File: src/rtl/fir_axis_requant.sv
// fir_axis_requant: round/shift/saturate signed FIR results onto a narrower AXI-Stream through a 2-entry skid FIFO
module fir_axis_requant #(
  parameter int IN_W  = 32,
  parameter int OUT_W = 16,
  parameter int SHIFT = 15,
  parameter int ROUND = 1
) (
  input  logic               clk,
  input  logic               reset,
  input  logic [IN_W-1:0]    s_axis_tdata,
  input  logic [IN_W/8-1:0]  s_axis_tkeep,
  input  logic               s_axis_tlast,
  input  logic               s_axis_tvalid,
  output logic               s_axis_tready,
  output logic [OUT_W-1:0]   m_axis_tdata,
  output logic [OUT_W/8-1:0] m_axis_tkeep,
  output logic               m_axis_tlast,
  output logic               m_axis_tvalid,
  input  logic               m_axis_tready,
  input  logic               clear_stats,
  output logic [15:0]        sat_count,
  output logic [31:0]        beat_count
);
  localparam int KW = OUT_W / 8;
  localparam int EW = OUT_W + KW + 2;
  localparam logic [IN_W:0] RND = (ROUND != 0 && SHIFT > 0) ? ({{IN_W{1'b0}}, 1'b1} << (SHIFT > 0 ? SHIFT - 1 : 0)) : '0;
  localparam logic signed [IN_W:0] MAXV = $signed({{(IN_W+2-OUT_W){1'b0}}, {(OUT_W-1){1'b1}}});
  localparam logic signed [IN_W:0] MINV = $signed({{(IN_W+2-OUT_W){1'b1}}, {(OUT_W-1){1'b0}}});
  logic signed [IN_W:0] r, y;
  logic                 sat_hi, sat_lo, keep_nz, accept, wr, emit;
  logic [OUT_W-1:0]     q_data;
  logic [EW-1:0]        new_entry, head;
  logic [1:0][EW-1:0]   mem_q, mem_d;
  logic [1:0]           count_q, count_d;
  logic                 wr_ptr_q, wr_ptr_d, rd_ptr_q, rd_ptr_d, tready_q, tready_d;
  logic [15:0]          sat_q, sat_d;
  logic [31:0]          beat_q, beat_d;
  // Requantize the incoming beat; an entry is {data, keep, last, sat}, empty-keep tlast beats become a zero marker
  always_comb begin
    r         = $signed({s_axis_tdata[IN_W-1], s_axis_tdata} + RND);
    y         = r >>> SHIFT;
    sat_hi    = y > MAXV;
    sat_lo    = y < MINV;
    q_data    = sat_hi ? {1'b0, {(OUT_W-1){1'b1}}} : sat_lo ? {1'b1, {(OUT_W-1){1'b0}}} : y[OUT_W-1:0];
    keep_nz   = |s_axis_tkeep;
    new_entry = keep_nz ? {q_data, {KW{1'b1}}, s_axis_tlast, sat_hi | sat_lo} : {{(OUT_W+KW){1'b0}}, s_axis_tlast, 1'b0};
  end
  // FIFO bookkeeping; tready is registered from the next occupancy so downstream ready never reaches it combinationally
  always_comb begin
    head             = mem_q[rd_ptr_q];
    accept           = s_axis_tvalid & tready_q;
    wr               = accept & (keep_nz | s_axis_tlast);
    emit             = (count_q != 2'd0) & m_axis_tready;
    count_d          = count_q + {1'b0, wr} - {1'b0, emit};
    mem_d            = mem_q;
    mem_d[wr_ptr_q]  = wr ? new_entry : mem_q[wr_ptr_q];
    wr_ptr_d         = wr_ptr_q ^ wr;
    rd_ptr_d         = rd_ptr_q ^ emit;
    tready_d         = count_d < 2'd2;
    beat_d           = clear_stats ? '0 : beat_q + 32'(emit);
    sat_d            = clear_stats ? '0 : sat_q + 16'(emit & head[0] & (sat_q != 16'hFFFF));
  end
  // State update; reset empties the FIFO and discards anything buffered
  always_ff @(posedge clk) begin
    if (!reset) begin
      mem_q    <= '0;
      count_q  <= '0;
      wr_ptr_q <= 1'b0;
      rd_ptr_q <= 1'b0;
      tready_q <= 1'b0;
      sat_q    <= '0;
      beat_q   <= '0;
    end else begin
      mem_q    <= mem_d;
      count_q  <= count_d;
      wr_ptr_q <= wr_ptr_d;
      rd_ptr_q <= rd_ptr_d;
      tready_q <= tready_d;
      sat_q    <= sat_d;
      beat_q   <= beat_d;
    end
  end
  assign s_axis_tready = tready_q;
  assign m_axis_tvalid = count_q != 2'd0;
  assign m_axis_tdata  = head[EW-1 -: OUT_W];
  assign m_axis_tkeep  = head[KW+1:2];
  assign m_axis_tlast  = head[1];
  assign sat_count     = sat_q;
  assign beat_count    = beat_q;
endmodule

File: config.mk
export PLATFORM = sky130hd
export DESIGN_NAME = fir_axis_requant
export DESIGN_NICKNAME = d
export VERILOG_FILES = /design/src/rtl/fir_axis_requant.sv
export SDC_FILE = /design/constraint.sdc
export NUM_CORES = 1
export LEC_CHECK = 0
export BUFFER_PORTS_ARGS = -buffer_cell sky130_fd_sc_hd__buf_2
export CAP_MARGIN = 5
export CORE_ASPECT_RATIO = 1.1
export CORE_MARGIN = 1.5
export CORE_UTILIZATION = 53
export DETAILED_ROUTE_END_ITERATION = 6
export PLACE_DENSITY_LB_ADDON = 0.2
export SKIP_LAST_GASP = 1
export SLEW_MARGIN = 5
export SYNTH_ARGS = -nofsm -noshare
export SYNTH_HDL_FRONTEND = slang
export SYNTH_SLANG_ARGS = --single-unit
export TNS_END_PERCENT = 10
File: constraint.sdc
create_clock -name clk -period 2.65 [get_ports clk]
set_input_delay 0.3975 -clock clk [delete_from_list [all_inputs] [get_ports clk]]
set_output_delay 0.3975 -clock clk [all_outputs]
set_load 0.005 [all_outputs]
# ---- After elaboration in Yosys (flattened, before gate mapping)
# Index checks and enable logic that the tools add are counted.
dict set report totals {
  register_bits 93
  latchBits 0
  ram_bits 0
  rom_bits 0
  in_bits 42
  elab_cells 45
  n_memories 0
}
dict set report op_classes {
  n_addsub 5
  multipliers 0
  n_div 0
  magnitude_cmp 6
  eq_ne 1
  shifts 0
  n_mux 11
  bitwise_logic 10
  reduce_logical 4
}
# cell n
set ops {}
lappend ops {{20-bit 2-to-1 mux} 7}
lappend ops {{40-bit bitwise mux} 1}
lappend ops {{32-bit by 16-bit adder with 33-bit output (second input constant)} 1}
lappend ops {{32-bit by 1-bit adder with 32-bit output} 1}
lappend ops {{16-bit 2-to-1 mux} 2}
lappend ops {{20-bit demux with 1-bit select} 1}
lappend ops {{18-bit by 16-bit > comparator with 1-bit output (second input constant)} 1}
lappend ops {{18-bit by 16-bit less-than comparator with 1-bit output (second input constant)} 1}
lappend ops {{16-bit by 1-bit adder with 16-bit output} 1}
lappend ops {{16-bit inequality test (second input constant)} 1}
lappend ops {{1-bit bitwise AND} 5}
lappend ops {{1-bit by 2-bit less-than comparator with 1-bit output (second input constant)} 2}
lappend ops {{4-bit OR reduction} 1}
lappend ops {{2-bit by 1-bit adder with 2-bit output} 1}
lappend ops {{2-bit less-than comparator (second input constant)} 1}
lappend ops {{1-bit OR} 2}
lappend ops {{2-bit nonzero test} 1}
lappend ops {{2-bit OR reduction} 1}
lappend ops {{2-bit by 1-bit subtractor with 2-bit output} 1}
lappend ops {{1-bit XOR} 2}
lappend ops {{1-bit greater-or-equal comparator (second input constant)} 1}
lappend ops {{1-bit logical AND} 1}
lappend ops {{1-bit NOT} 1}

# ---- Logic depth before layout (Yosys ltp)
# Gate-level depths: netlist of run 1.
dict set report depth {
  depth_word 7
  mapped_depth 12
}

# ---- Worst setup path after synthesis of run 1
# Ideal clock, no wire load.
dict set report synth_timing {
  path_type {reg-to-reg}
  startpoint {register sat_q[7], in the netlist sat_count[7]}
  endpoint {register sat_q[10], in the netlist sat_count[10]}
  setup_ps 128
  arrival_ps 2114
  required_ps 2522
  setup_slack_ps 409
  stages_incl_launch_ff 13
  n_path_buf 0
  synth_period_minus_slack_ps 2241
  cell_sequence {dfxtp_1 > and4_1 > and3_1 > nand3_1 > nor2_1 > nor3_1 > ha_1 > ha_1 > nand3_1 > nor2_1 > nand4_1 > xor2_1 > nor2_1}
}
dict set report synth_via {
  elab_chain_len 3
}
# item line_no
set synth_rtl {}
lappend synth_rtl {{start, declared} 36} ;# logic [15:0] sat_q, sat_d;
lappend synth_rtl {{start signal, assigned} 79} ;# sat_q <= sat_d;
lappend synth_rtl {{16-bit inequality test} 61} ;# sat_d = clear_stats ? '0 : sat_q + 16'(emit & head[0] & (sat_q != 16'hFFFF));
lappend synth_rtl {{1-bit bitwise AND} 61}
lappend synth_rtl {{16-bit by 1-bit adder with 16-bit output (*)} 61}
# Mark *: on every way between the ends. The rest lies on a longest branch, timed or not.
# A chain may end at the register's enable or synchronous reset.

# ---- Worst setup path after layout of run 1
# Same ends and word-level chain as after synthesis.

==> impl_metrics.csv, run 1 <==
group,metric,value,unit
global_routing,grt_antenna_before_repair,0,
yosys,synth.top_cells.by_area,"dfxtp_1 (40%), xor2_1 (5.7%), nor2_1 (5.6%)",
routing,drc_errors,0,
yosys,avgSynthCellArea,8.64,µm²
setup_path,worstPathMaxFanout,6,
routing,drt_iter0_markers,154,
layout,drive_gt1_frac,0.253,
setup_path,crit_type,"flip-flop to flip-flop",
routing,postRouteAntennaNets,0,
min_path,hp-class,"primary input to flip-flop",
layout,layout_common_cells,"buf_2 (96), dfxtp_1 (93), nor2_1 (68)",
place,hpwl,8.10,mm
timing,worst_pin_slew,781,ps
layout,layout_commonest_cell,"buf_2",
clock_tree,cts_num_sinks,93,
place,io_buffer_count,96,
clock_tree,clockRootBuffer,"clkbuf_8",
setup_path,crit_required,2880,ps
floorplan,core_area,8410,µm²
setup_path,cp_cell_sequence,"and4_1 -> and3_1 -> nand3_1 -> nor2_1 -> nor3_1 -> ha_2 -> ha_2 -> nand3_2 -> nor2_4 -> nand4_1 -> xor2_1 -> nor2_1",
floorplan,rows,35,
run,cap_violations,0,
global_routing,grt_overflow,0,
layout,antenna_cells,0,
power,power_frac_comb,0.241,
yosys,ys_async_sr_fraction,0,
timing,finalSetupTns,0,ps
timing,finalSetupViolCount,0,
clock_tree,htreeDepth,3,
timing,fin_crit,2470,ps
setup_path,slowest_delay,360,ps
power,pwr-share-clk,0.284,
setup_path,endpoint_kind,"flip-flop",
routing,finalWirelength,11.2,mm
clock_tree,clk_latency,350,ps
timing,fmax,0.406,GHz
floorplan,die_w,92.1,µm
clock_tree,cts-hold-fix-buffers,0,
routing,firstDrtPassIters,4,
layout,area_delta_synth_final,18.1,%
timing,relSlewSlack,0.479,
yosys,ys_seq_area_frac,0.403,
global_routing,grt_use_total,0.241,
routing,wire_per_inst,15.0,µm
timing,slew_violations,0,
layout,finalNetCount,681,
routing,viasPerCell,5.68,
yosys,synth_area,4620,µm²
clock_tree,clkSlewWorstSetupHoldPaths,90,ps
outcome,status,"finished clean",
yosys,ys_seq_elements,93,
yosys,postSynthNetCount,584,
power,p_int,0.00235,W
setup_path,cp_slowest_cell,"dfxtp_1",
clock_tree,clock_path_buffers,2,
place,place_congestion,0.845,
clock_tree,cts_tree,"yes",
yosys,synth_warnings,0,
yosys,synth_top_area_frac,0.403,
global_routing,grt_pass1_vias,3963,
power,power,0.00338,W
setup_path,cp-start-kind,"flip-flop",
layout,final_core_util,0.649,
yosys,synthDistinctLibCells,45,
floorplan,initial_core_util,0.550,
clock_tree,cts_inserted_buffers,9,
timing,skew,11.1,ps
yosys,synth_top_area_cell,"dfxtp_1",
floorplan,ioPinCount,111,
routing,vias,4250,
yosys,yosys_most_used_dff,"dfxtp_1",
timing,period_share,0.930,
global_routing,grt_start_max_net_pins,35,
floorplan,die_height,101,µm
floorplan,dieArea,9290,µm²
timing,hold_viol,0,
power,p_leak,2.21,nW
power,p_seq_frac,0.475,
power,swShare,0.305,
yosys,synth_edf_count,0,
global_routing,grt_pass1_wl,18.2,mm
power,p_sw,0.00103,W
setup_path,arrival,2690,ps
power,ir_drop,0.466,mV
power,powerDensity,620,nW/µm²
yosys,synthCells,535,
[sequential cells by signal (all words and copies together), names as in the netlist]
name           cells
beat_count        32
s_axis_tready      1
rd_ptr_q           1
wr_ptr_q           1
mem_q             40
sat_count         16
count_q            2
[cells by family after synthesis]
kind of cell,Yosys count,synth area share
compound gates,105,0.136
fa+ha+maj,7,0.0189
buf+inv,28,0.0238
flops,93,0.403
simple gates,220,0.251
xor+xnor,53,0.100
mux,29,0.0679
[final cells by class]
class,instances,area [µm²]
Clock buffer,11,141
Inverter,10,37.5
Sequential cell,93,1860
Fill cell,798,2950
Tap cell,111,139
Timing Repair Buffer,104,553
Clock inverter,5,58.8
Multi-Input combinational cell,414,2670
[critical path, delay by kind of cell, from the launching register on]
family                   cells  cell delay [ps]
flip-flops                   1              360
XOR/XNOR                     1              170
adder cells (fa/ha/maj)      2              460
AND/OR/NAND/NOR              9             1340
[per-stage QoR]
step	setup slack [ps]	area [µm²]	hold WS, ps	instances
finish	184	5460	336	748
global placement	177	5230	435	730
global route	-3.46	5460	338	748
CTS	22.5	5430	321	746
detailed placement	44.7	5230	447	730
floorplan	409	4620	426	535
[cells in the mapped netlist, types with 2 or more instances]
cell type  count
a21oi_1       50
a221o_1        6
a22o_1         6
a31oi_1        2
and2_1        10
and3_1         8
and4_1        11
buf_2          4
clkbuf_1      14
clkinv_1       2
dfxtp_1       93
ha_1           7
inv_1          8
mux2_2        19
mux2i_1       10
nand2_1       33
nand2_2        3
nand2b_1       3
nand3_1       34
nand4_1       14
nor2_1        69
nor2_2         3
nor3_1        12
nor3_2         2
nor4_1         4
nor4_2         2
nor4_4         2
o21ai_0       29
o21ai_1        2
or3_1          7
xnor2_1       23
xor2_1        30
[metal layers]
layer	vias up	wire length [µm]	track usage
li1	2102	-	-
met1	2011	4790	0.289
met2	123	5710	0.438
met3	14	544	0.0452
met4	0	155	0.0710
met5	-	0	0
[power by group through the flow]
stage / sequential (W) / clock, W / combinational (W)
2_1_floorplan: 0.00162 / 0 / 0.000558
3_3_place_gp: 0.00163 / 0 / 0.000789
3_5_place_dp: 0.00164 / 0 / 0.000810
4_1_cts: 0.00161 / 0.000988 / 0.000818
5_1_grt: 0.00163 / 0.00104 / 0.000903
6_report: 0.00161 / 0.000961 / 0.000815
[final timing paths]
kind                            from                  endpoint  slack (ps)  depth (start not counted)
max          sat_count[7]$_SDFF_PP0_  sat_count[10]$_SDFF_PP0_         180                         12
min                     s_axis_tlast    mem_q[21]$_SDFFE_PN0P_         340                          3
max reg2reg  sat_count[7]$_SDFF_PP0_  sat_count[10]$_SDFF_PP0_         180                         12
min reg2reg   mem_q[39]$_SDFFE_PN0P_    mem_q[39]$_SDFFE_PN0P_         460                          2
[timing repair]
item	in CTS	in global routing
setup buffers	0	2
gates resized for setup	0	5
endpoints found under the setup margin	0	4
No activity file was read; power rests on OpenSTA's default activity.
==> run 2: changes to the inputs <==
Settings changed: BUFFER_PORTS_ARGS -buffer_cell sky130_fd_sc_hd__buf_2 to -buffer_cell sky130_fd_sc_hd__buf_4.
==> run 2 against run 1 <==
Die area unchanged. Count of clock-buffer cells in the layout fell by 1. Cell count is the same. Final area increased by 4.1%. Global-route usage rose by 0.45 points. Total power is 1.4% higher.
==> impl_metrics.csv, run 2 (synthesis results as in run 1) <==
group,metric,value,unit
timing,rsz0062_at_grt,"no",
run,cap_violations,0,
routing,finalWirelength,11.0,mm
clock_tree,cts_tree,"yes",
global_routing,grt_pass1_vias,4052,
routing,drc_errors,0,
timing,period_share,0.924,
timing,fin_crit,2450,ps
timing,finalSetupViolCount,0,
clock_tree,clk_latency,350,ps
power,p_sw,0.00104,W
routing,wire_per_inst,14.8,µm
setup_path,arrival,2690,ps
timing,fmax,0.408,GHz
timing,skew,10.3,ps
setup_path,rr_worst_depth,12,
clock_tree,cts_num_sinks,93,
global_routing,grt_overflow,0,
clock_tree,htreeDepth,3,
routing,vias,4276,
routing,postRouteAntennaNets,0,
min_path,hp-class,"primary input to flip-flop",
layout,finalNetCount,681,
layout,final_core_util,0.676,
power,p_leak,2.22,nW
outcome,status,"finished clean",
clock_tree,clockRootBuffer,"clkbuf_8",
floorplan,core_area,8410,µm²
layout,area_delta_synth_final,23.0,%
timing,slew_violations,0,
setup_path,crit_required,2890,ps
power,swShare,0.303,
power,power_frac_comb,0.256,
global_routing,grt_start_max_net_pins,35,
setup_path,worstPathMaxFanout,6,
routing,viasPerCell,5.72,
floorplan,dieArea,9290,µm²
place,place_congestion,0.879,
setup_path,cp-start-kind,"flip-flop",
clock_tree,clock_path_buffers,2,
setup_path,endpoint_kind,"flip-flop",
setup_path,crit_type,"flip-flop to flip-flop",
layout,drive_gt1_frac,0.251,
timing,worst_pin_slew,763,ps
layout,top_register,"mem_q",
floorplan,die_w,92.1,µm
layout,fillCellCount,735,
floorplan,rows,35,
power,powerDensity,604,nW/µm²
layout,layout_common_cells,"buf_4 (104), dfxtp_1 (93), nor2_1 (68)",
clock_tree,post_cts_buffers,0,
routing,drt_iter0_markers,192,
floorplan,die_height,101,µm
min_path,hold_path_depth,3,
power,pwr-share-clk,0.275,
timing,finalSetupTns,0,ps
floorplan,ioPinCount,111,
clock_tree,ctsResizeCount,0,
floorplan,initial_core_util,0.550,
clock_tree,cts_inserted_buffers,9,
layout,layout_commonest_cell,"buf_4",
clock_tree,cts-hold-fix-buffers,0,
power,p_seq_frac,0.469,
timing,hold_viol,0,
layout,antenna_cells,0,
power,ir_drop,0.428,mV
timing,relSlewSlack,0.488,
place,hpwl,8.17,mm
global_routing,grt_pass1_wl,18.4,mm
global_routing,grt_use_total,0.246,
power,p_int,0.00239,W
layout,largest_register_ff_count,40,
clock_tree,clkSlewWorstSetupHoldPaths,90,ps
routing,firstDrtPassIters,5,
place,io_buffer_count,96,
global_routing,grt_antenna_before_repair,0,
[run 2: worst paths after layout]
| path | from | endpoint | slack, ps |
|---|---|---|---|
| min | s_axis_tlast | mem_q[21]$_SDFFE_PN0P_ | 350 |
| min reg2reg | mem_q[39]$_SDFFE_PN0P_ | mem_q[39]$_SDFFE_PN0P_ | 450 |
| max | sat_count[7]$_SDFF_PP0_ | sat_count[14]$_SDFF_PP0_ | 200 |
| max reg2reg | sat_count[7]$_SDFF_PP0_ | sat_count[14]$_SDFF_PP0_ | 200 |
[run 2: critical path, cell delays in order (launching register included)]
cell     delay (ps)
dfxtp_1         370
and4_1          260
and3_1          200
nand3_1         120
nor2_1           60
nor3_1          190
ha_2            260
ha_1            210
nand3_2         160
nor2_4          160
nand3_1         120
xor2_1          180
nor2_1           60
[run 2: metrics by stage]
stage	cell area, µm²	worst slack, ps	power (W)	hold slack (ps)	cells
after floorplan	4620	409	0.00217	426	535
after global placement	5470	172	0.00248	435	732
after detailed placement	5470	71.2	0.00252	443	732
after CTS	5670	55.0	0.00347	324	748
after global routing	5690	23.4	0.00363	350	748
final	5690	202	0.00343	351	748
[run 2: per-layer routing]
layer  vias to the layer above  GRT usage  part of all wire
met2                       115      0.446              0.52
met4                         0      0.103             0.020
met1                      2047      0.289              0.41
li1                       2100          -                 -
met5                         -          0                 0
met3                        14     0.0354             0.044
[run 2: area by class of cell]
cell class,instances,area (µm²),area share
Timing Repair Buffer,104,781,0.137
Tap cell,111,139,0.0244
Clock inverter,6,72.6,0.0128
Multi-Input combinational cell,414,2670,0.469
Inverter,10,37.5,0.00660
Sequential cell,93,1860,0.327
Clock buffer,10,128,0.0224
[run 2: power groups by stage]
stage / combinational (W) / sequential [W] / clock, W
after global placement: 0.000857 / 0.00163 / 0
final: 0.000879 / 0.00161 / 0.000944
after floorplan: 0.000558 / 0.00162 / 0
after global routing: 0.000979 / 0.00162 / 0.00102
after CTS: 0.000882 / 0.00161 / 0.000979
after detailed placement: 0.000877 / 0.00164 / 0
==> run 3: changes to the inputs <==
Settings changed: CORE_ASPECT_RATIO 1.1 to unset.
==> run 3 against run 2 <==
Total power rose by 6.9%. Non-clock buffer count rose by 3. Die area barely moved. Sequential share of layout area fell by 0.29 points. Register-to-register slack improved by 50 ps. Combinational power rose by 1%. Cell count fell by 0.40%. Clock skew rose by 6.3 ps. Utilization rose by 1.2 points. Clock power rose by 23%. Fmax rose by 2.0%. Critical path type unchanged. Largest cell class unchanged. Highest routed layer unchanged.
==> impl_metrics.csv, run 3 (synthesis results as in run 1) <==
group,metric,value,unit
setup_path,rrSetupSlack,250,ps
global_routing,grt_antenna_before_repair,0,
clock_tree,clk_latency,370,ps
place,place_congestion,0.874,
clock_tree,htreeDepth,3,
timing,relSlewSlack,0.508,
layout,area_delta_synth_final,24.1,%
timing,hold_slack,340,ps
global_routing,grt_pass1_vias,3909,
min_path,hp-class,"primary input to flip-flop",
global_routing,grt_start_max_net_pins,44,
setup_path,crit_type,"flip-flop to flip-flop",
outcome,status,"finished clean",
place,hpwl,8.11,mm
layout,antenna_cells,0,
routing,drc_errors,0,
setup_path,worstPathMaxFanout,6,
timing,hold_viol,0,
clock_tree,cts_inserted_buffers,9,
clock_tree,ctsResizeCount,0,
clock_tree,post_cts_buffers,0,
clock_tree,clock_path_buffers,2,
setup_path,path_delay_family,"simple AND/OR/NAND/NOR gates",
floorplan,ioPinCount,111,
layout,top_register,"mem_q",
setup_path,arrival,2650,ps
timing,worst_pin_slew,733,ps
floorplan,initial_core_util,0.554,
clock_tree,cts-hold-fix-buffers,0,
layout,finalNetCount,684,
routing,wire_per_inst,15.2,µm
setup_path,critical_path_buf_inv_count,0,
clock_tree,clockRootBuffer,"clkbuf_8",
timing,slew_violations,0,
global_routing,grt_pass1_wl,17.9,mm
clock_tree,clkSlewWorstSetupHoldPaths,100,ps
power,powerDensity,639,nW/µm²
setup_path,crit_required,2900,ps
timing,skew,16.5,ps
power,p_leak,2.27,nW
floorplan,rows,33,
layout,layout_commonest_cell,"buf_4",
layout,layout_common_cells,"buf_4 (107), dfxtp_1 (93), nor2_1 (68)",
global_routing,grt_overflow,0,
floorplan,die_w,96.4,µm
run,cap_violations,0,
clock_tree,cts_tree,"yes",
setup_path,cp_slowest_cell,"dfxtp_1",
floorplan,core_area,8340,µm²
routing,firstDrtPassIters,4,
global_routing,grt_use_total,0.245,
setup_path,cp-start-kind,"flip-flop",
setup_path,cp_cell_sequence,"and4_1 -> and3_1 -> nand3_1 -> nor2_1 -> nor3_1 -> ha_1 -> ha_1 -> nand3_1 -> nor2_4 -> nand4_1 -> xor2_1 -> nor2_1",
routing,vias,4308,
timing,finalSetupTns,0,ps
routing,viasPerCell,5.78,
timing,fmax,0.417,GHz
clock_tree,cts_num_sinks,93,
place,io_buffer_count,96,
setup_path,endpoint_kind,"flip-flop",
setup_path,slowest_delay,380,ps
power,ir_drop,0.335,mV
timing,finalSetupViolCount,0,
timing,period_share,0.905,
layout,fillCellCount,706,
layout,largest_register_ff_count,40,
routing,postRouteAntennaNets,0,
layout,drive_gt1_frac,0.252,
timing,fin_crit,2400,ps
routing,finalWirelength,11.3,mm
floorplan,dieArea,9290,µm²
timing,rsz0062_at_grt,"no",
routing,drt_iter0_markers,167,
floorplan,die_height,96.4,µm
==> run 3: changes by cell type in the layout (fill, tap and decap cells not counted), sizes merged <==
cell      change
buf           +3
bufinv        +2
inv           +1
clkinvlp      -3
==> run 3: path summary, 6_finish.rpt <==
| path | from | end | depth (start not counted) |
|---|---|---|---|
| setup / recovery | sat_count[7]$_SDFF_PP0_ | sat_count[10]$_SDFF_PP0_ | 12 |
| setup reg to reg | sat_count[7]$_SDFF_PP0_ | sat_count[10]$_SDFF_PP0_ | 12 |
| hold reg to reg | mem_q[7]$_SDFFE_PN0N_ | mem_q[7]$_SDFFE_PN0N_ | 2 |
| hold / removal | s_axis_tlast | mem_q[21]$_SDFFE_PN0P_ | 3 |
==> run 3: routing by layer <==
metal | part of all wire | wire (µm) | track usage | vias up
li1 | - | - | - | 2107
met1 | 0.45 | 5050 | 0.312 | 2031
met2 | 0.48 | 5450 | 0.419 | 155
met3 | 0.060 | 677 | 0.0485 | 15
met4 | 0.013 | 144 | 0.0713 | 0
met5 | 0 | 0 | 0 | -
==> run 3: power by group <==
group | switching [W] | leakage, nW | internal (W)
registers | 0.0000884 | 0.754 | 0.00153
clock network | 0.000527 | 0.121 | 0.000636
logic | 0.000465 | 1.40 | 0.000423
==> run 3: stage by stage <==
| stage | total power [W] | cells | setup slack [ps] | area [µm²] | utilization |
|---|---|---|---|---|---|
| 6_report | 0.00367 | 745 | 251 | 5740 | 0.688 |
| 5_1_grt | 0.00386 | 745 | 20.9 | 5740 | 0.688 |
| 4_1_cts | 0.00369 | 745 | 166 | 5730 | 0.687 |
| 3_5_place_dp | 0.00253 | 729 | 188 | 5490 | 0.658 |
| 3_3_place_gp | 0.00249 | 729 | 275 | 5490 | 0.658 |
| 2_1_floorplan | 0.00217 | 535 | 409 | 4620 | - |
==> run 3: cell type report <==
| cell class | count | area [µm²] | share of cell area |
|---|---|---|---|
| inverter | 10 | 37.5 | 0.00654 |
| sequential | 93 | 1860 | 0.325 |
| timing repair buffer | 107 | 803 | 0.140 |
| clock inverter | 6 | 116 | 0.0203 |
| multi-input combinational | 414 | 2660 | 0.463 |
| tap | 105 | 131 | 0.0229 |
| clock buffer | 10 | 128 | 0.0222 |
==> run 3: worst register-to-register path, stage by stage, from the launching register on <==
cell and delay (ps):
dfxtp_1 380, and4_1 270, and3_1 200, nand3_1 110, nor2_1 60, nor3_1 180, ha_1 210, ha_1 190
nand3_1 190, nor2_4 180, nand4_1 130, xor2_1 150, nor2_1 50
